File: src/rtl/ext_pkg.sv
// Shared constants and types for the immediate-extension arbiter.
package ext_pkg;

  localparam int unsigned DEF_IN_W  = 16;
  localparam int unsigned DEF_OUT_W = 32;

  localparam logic [1:0] EXT_ZERO  = 2'b00;
  localparam logic [1:0] EXT_SIGN  = 2'b01;
  localparam logic [1:0] EXT_UPPER = 2'b10;

  localparam logic SRC_A = 1'b0;
  localparam logic SRC_B = 1'b1;

  typedef enum logic {
    S_EMPTY = 1'b0,
    S_FULL  = 1'b1
  } slot_state_t;

endpackage

File: src/rtl/imm_extender.sv
// Combinational immediate extender: zero, sign or upper-load placement.
module imm_extender
  import ext_pkg::*;
#(
  parameter int unsigned IN_W  = DEF_IN_W,
  parameter int unsigned OUT_W = DEF_OUT_W
) (
  input  logic [IN_W-1:0]  In,
  input  logic [1:0]       Mode,
  output logic [OUT_W-1:0] Out
);

  // Mode 11 falls into the default arm and is treated as sign extension.
  always_comb begin
    Out = OUT_W'(In);
    case (Mode)
      EXT_ZERO:  Out = OUT_W'(In);
      EXT_UPPER: Out = OUT_W'(In) << IN_W;
      default:   Out = OUT_W'($signed(In));
    endcase
  end

endmodule

File: src/rtl/imm_extend_arbiter.sv
// Round-robin arbiter sharing one immediate extender between decode (A) and
// branch/AGU (B), with a single registered result slot and valid/ready output.
module imm_extend_arbiter
  import ext_pkg::*;
#(
  parameter int unsigned IN_W  = DEF_IN_W,
  parameter int unsigned OUT_W = DEF_OUT_W
) (
  input  logic             Clk,
  input  logic             Rst,
  input  logic             ReqA,
  input  logic [IN_W-1:0]  ImmA,
  input  logic [1:0]       ModeA,
  output logic             GntA,
  input  logic             ReqB,
  input  logic [IN_W-1:0]  ImmB,
  input  logic [1:0]       ModeB,
  output logic             GntB,
  output logic             OutValid,
  output logic [OUT_W-1:0] OutData,
  output logic             OutSrc,
  input  logic             OutReady
);

  slot_state_t      state;
  slot_state_t      state_nxt;
  logic             last;
  logic             accept;
  logic             grant;
  logic [IN_W-1:0]  sel_imm;
  logic [1:0]       sel_mode;
  logic [OUT_W-1:0] ext_out;

  assign OutValid = (state == S_FULL);
  assign accept   = (state == S_EMPTY) || OutReady;
  assign grant    = GntA || GntB;

  // Grant: a lone requester wins; on a tie the one not served last wins.
  always_comb begin
    GntA = 1'b0;
    GntB = 1'b0;
    if (!Rst && accept) begin
      if (ReqA && ReqB) begin
        GntA = (last == SRC_B);
        GntB = (last == SRC_A);
      end else begin
        GntA = ReqA;
        GntB = ReqB;
      end
    end
  end

  assign sel_imm  = GntB ? ImmB  : ImmA;
  assign sel_mode = GntB ? ModeB : ModeA;

  imm_extender #(
    .IN_W (IN_W),
    .OUT_W(OUT_W)
  ) u_ext (
    .In  (sel_imm),
    .Mode(sel_mode),
    .Out (ext_out)
  );

  always_ff @(posedge Clk) begin
    if (Rst) state <= S_EMPTY;
    else     state <= state_nxt;
  end

  // A grant refills the slot even while it drains, so there is no bubble.
  always_comb begin
    state_nxt = state;
    if (grant)                          state_nxt = S_FULL;
    else if (state == S_FULL && OutReady) state_nxt = S_EMPTY;
  end

  always_ff @(posedge Clk) begin
    if (Rst) begin
      OutData <= '0;
      OutSrc  <= SRC_A;
      last    <= SRC_B;
    end else if (grant) begin
      OutData <= ext_out;
      OutSrc  <= GntB ? SRC_B : SRC_A;
      last    <= GntB ? SRC_B : SRC_A;
    end
  end

endmodule

File: config.mk
export PLATFORM = sky130hd
export DESIGN_NAME = imm_extend_arbiter
export DESIGN_NICKNAME = d
export VERILOG_FILES = /design/src/rtl/ext_pkg.sv /design/src/rtl/imm_extender.sv /design/src/rtl/imm_extend_arbiter.sv
export SDC_FILE = /design/constraint.sdc
export NUM_CORES = 1
export LEC_CHECK = 0
export BUFFER_PORTS_ARGS = -buffer_cell sky130_fd_sc_hd__buf_2
export CAP_MARGIN = 20
export CORE_UTILIZATION = 50
export CTS_CLUSTER_SIZE = 40
export DETAILED_ROUTE_END_ITERATION = 10
export PLACE_DENSITY_LB_ADDON = 0.08
export SLEW_MARGIN = 10
export SYNTH_ARGS = -nofsm -noshare
export SYNTH_HDL_FRONTEND = slang
export SYNTH_SLANG_ARGS = --single-unit
File: constraint.sdc
create_clock -name Clk -period 3.05 [get_ports Clk]
set_clock_uncertainty 0.05 [all_clocks]
set_input_delay 0.61 -clock Clk [delete_from_list [all_inputs] [get_ports Clk]]
set_output_delay 0.61 -clock Clk [all_outputs]
set_load 0.01 [all_outputs]
Word level (Yosys, flattened, before mapping)

Cells that the tools add are included.

Logic and storage cells: 25
Register bits after elaboration: 35

Reductions and logical operators: 8
Muxes and demuxes: 10
Equality and inequality tests: 1
Bitwise operators: 2

Operator list:

| operator             | number |
|---|---|
| $pmux W32 S2         | 1 |
| $mux W16             | 1 |
| $mux W1              | 7 |
| $logic_and A1 B1 Y1  | 3 |
| $eq A2 B2 Y1 const B | 1 |
| $logic_not A2 Y1     | 1 |
| $logic_or A1 B1 Y1   | 2 |
| $mux W2              | 1 |
| $not A1 Y1           | 2 |
| $reduce_bool A2 Y1   | 1 |
| $logic_not A1 Y1     | 1 |

Longest topological paths before layout

Depth after elaboration: 7
Mapped depth: 7

By module

Synthesis repeated with hierarchy kept, for this count alone.

Cell total of the unflattened synthesis: 217
Area total of the unflattened synthesis: 1,928.1 um2

By module, submodules not included:

| module             | cells each | area an instance (um2) | seq. area each (um2) | instances |
|---|---|---|---|---|
| imm_extend_arbiter | 178        | 1,635.3                | 700.7                | 1 |
| imm_extender       | 39         | 292.8                  | 0.0                  | 1 |

Worst setup path before layout

OpenSTA, ideal clock, no wires.

Kind: input to register
Start: in Rst
End: reg OutData[10]
Path slack: 1.059 ns
Stages on the path: 5
Path buffers: 2
Data arrival time: 1.871 ns
Library setup time: 0.070 ns
Data required time: 2.930 ns
Cells stage by stage: buf_2 -> or3_4 -> clkbuf_2 -> or4b_1 -> a21oi_1

Word-level cells in the longest chain between the ends: 6
Elaborated cells between the ends (all ways): 10

Ends and longest elaborated chain:

| what                                                    | line                     | text |
|---|---|---|
| from (decl)                                             | imm_extend_arbiter.sv:10 | `input logic Rst,` |
| $logic_not A1 Y1                                        | imm_extend_arbiter.sv:42 | `if (!Rst && accept) begin` |
| $logic_and A1 B1 Y1                                     | imm_extend_arbiter.sv:42 |  |
| $mux W1                                                 | imm_extend_arbiter.sv:42 |  |
| $mux W2                                                 | imm_extend_arbiter.sv:54 | `assign sel_mode = GntB ? ModeB : ModeA;` |
| $eq A2 B2 Y1 / $logic_not A2 Y1 (equally long branches) | imm_extender.sv:16       | `case (Mode)` |
| $pmux W32 S2                                            | imm_extender.sv:16       |  |
| to (signal assigned)                                    | imm_extend_arbiter.sv:83 | `OutData <= ext_out;` |
| to (decl)                                               | imm_extend_arbiter.sv:20 | `output logic [OUT_W-1:0] OutData,` |

Parallel ways exist; a longest one is shown, timed or not.
A chain may end at the register's enable or synchronous reset.

Worst setup path after layout

Start: in ReqB
End: out GntB

Word-level cells in the longest chain between the ends: 3

Ends and longest elaborated chain:

| what                | line                     | text |
|---|---|---|
| from (decl)         | imm_extend_arbiter.sv:15 | `input logic ReqB,` |
| $logic_and A1 B1 Y1 | imm_extend_arbiter.sv:43 | `if (ReqA && ReqB) begin` |
| $mux W1 (*)         | imm_extend_arbiter.sv:43 |  |
| $mux W1 (*)         | imm_extend_arbiter.sv:42 |  |
| to (decl)           | imm_extend_arbiter.sv:18 | `output logic GntB,` |

Mark *: on every way between the ends. The rest lies on a longest branch, timed or not.

==> results.json <==
{
  "start_kind": "input pin",
  "clkPwrFrac_pct": 29.2,
  "cts_root_buf": "clkbuf_4",
  "postLayoutCellArea_mm2": 0.00219,
  "fin_util_pct": 65.7,
  "postCtsSetupRepairBufs": 0,
  "grt_pass1_wl_mm": 6.31,
  "reg2reg_from": "OutValid",
  "swShare_pct": 27.8,
  "synth_seq_area_share_pct": 40.4,
  "wl_per_cell_um": 13.3,
  "met1_usage_pct": 32.8,
  "required_ns": 2.39,
  "yosysWarnings": 0,
  "p_leak_uw": 0.000954,
  "synth_cell_types": 30,
  "fp-row-count": 21,
  "dieArea_mm2": 0.00371,
  "grt_usage_pct": 23.4,
  "timing.fmax_mhz": 440,
  "core_area_mm2": 0.00334,
  "ys_seq_elements": 35,
  "antenna_found_initial": 0,
  "period_share_pct": 74.6,
  "grt_overflow": 0,
  "cts_resized": 0,
  "h-tree-depth": 2,
  "die_x_um": 60.9,
  "ant_nets": 0,
  "syn_area_mm2": 0.00174,
  "gp_congestion": 0.775,
  "layout_common_cells": "buf_2, dfxtp_1, nand2_1",
  "cts_tree": "built",
  "critPathCaptureType": "output pin",
  "power.share.combinational_pct": 20.2,
  "vias": 1644,
  "grt_max_degree": 51,
  "area_growth_pct": 26.3,
  "place.port_buffers": 76,
  "dpl_cell_area_mm2": 0.00212,
  "ioPinCount": 77,
  "drc": 0,
  "hpwlAfterDp_mm": 2.82,
  "fin_nets": 303,
  "pwr_density_cell_mw_per_mm2": 449,
  "layout_commonest_cell": "buf_2",
  "power_uw": 985,
  "tightest_slew_ns": 0.937,
  "synthCells": 193,
  "cts_made_buffers": 5,
  "start_util_pct": 52.0,
  "drv_cap": 0,
  "worstPathArrival_ns": 1.61,
  "peakVddDrop_uv": 288,
  "drive_gt1_share_pct": 39.9,
  "slew_viol_final": 0,
  "syn_avg_cell_area_um2": 8.99,
  "grt_pass1_vias": 1347,
  "crit_type": "in -> out",
  "grtUsageMet2_pct": 35.3,
  "setup_tns_ns": 0,
  "cts_sinks": 35,
  "die_h_um": 60.9,
  "switchingPower_uw": 274,
  "rsz0062_at_grt": "no",
  "syn_nets": 234,
  "dr.pass1.iters": 4,
  "outcome": "completed",
  "wl_mm": 4.10,
  "path_max_fanout": 21,
  "holdBufCountCts": 0,
  "hold_start": "OutData[2]",
  "viasPerCell": 5.32,
  "clock_latency_ns": 0.34,
  "setup_viol": 0,
  "p_seq_share_pct": 50.6,
  "n_antenna_cell": 0,
  "hold_path_class": "reg -> reg",
  "intPower_uw": 711,
  "hold_viol": 0,
  "finalWorstPathRequiredPeriod_ns": 2.27,
  "critPathLaunch": "ReqB",
  "path_clk_slew_ns": 0.10,
  "busiest_layer": "met2",
  "use_met3_pct": 7.46,
  "drt-initial-drc-count": 48,
  "clock_path_buffers": 2,
  "max-slew-margin-rel_pct": 37.2
}
[power groups by stage]
stage	clock, uW	sequential (uW)	combinational (uW)
3_3_place_gp	0	508	197
2_1_floorplan	0	522	112
3_5_place_dp	0	509	198
5_1_grt	317	503	220
4_1_cts	295	498	199
6_report	288	498	199
[metal layers]
layer | vias up | wire length, um
met5 | - | 0
met1 | 741 | 2100
li1 | 848 | -
met2 | 50 | 1730
met4 | 0 | 33
met3 | 5 | 242
[synth_stat cells]
cell type	number	area (um2)
a31oi_1	15	93.8
a21oi_1	20	100
o21ai_0	2	10.0
o211ai_1	15	113
buf_2	7	35.0
and4_1	1	8.76
and3_1	3	18.8
nand2b_1	1	6.26
nor2_2	1	6.26
nor3_1	2	10.0
clkbuf_2	1	5.00
o21ai_1	1	5.00
mux2_1	3	33.8
inv_1	3	11.3
mux2_2	12	135
a32o_1	1	10.0
a311oi_1	1	8.76
or4_1	1	7.51
clkbuf_1	7	26.3
nor2_1	4	15.0
dfxtp_1	35	701
a21boi_4	1	18.8
or3_4	1	11.3
a311oi_2	1	15.0
buf_1	1	3.75
mux2i_1	1	10.0
buf_6	3	33.8
nand2_1	32	120
or4b_1	15	150
nor2b_1	2	12.5
[logic make-up after synthesis]
logic type	share of synthesized area (%)
and+or+nand+nor	21.1
AOI/OAI and AO/OA	21.6
DFF	40.4
buffers and inverters	6.63
muxes	10.3
[flip-flops by register name (all words and copies together), names as in the netlist]
register,count
OutSrc,1
OutValid,1
last,1
OutData,32
[through the flow]
step                hold WS (ns)  std cells  setup WS, ns
floorplan                  0.431        193          1.06
global placement           0.389        301         0.717
detailed placement         0.396        301         0.643
CTS                        0.410        309         0.774
global route               0.426        309         0.667
finish                     0.406        309         0.775
[critical path, cell delays in order]
cell and delay [ns]:
buf_2 0.12, a21boi_4 0.17, buf_4 0.29, and3_1 0.27, buf_2 0.15
[cell type report]
type                       instances  area [um2]
clock buffer                       8        68.8
sequential                        35         701
timing repair buffer              81         418
tap                               46        57.6
inverter                           3        11.3
fill                             308        1140
multi-input combinational        136         936
[path summary, 6_finish.rpt]
kind | end | slack [ns] | cells past startpoint
hold / removal | OutData[2] | 0.41 | 2
setup reg to reg | OutData[25] | 1.05 | 4
hold reg to reg | OutData[2] | 0.41 | 2
setup / recovery | GntB | 0.78 | 5
Power figures use the tool's default switching activity.
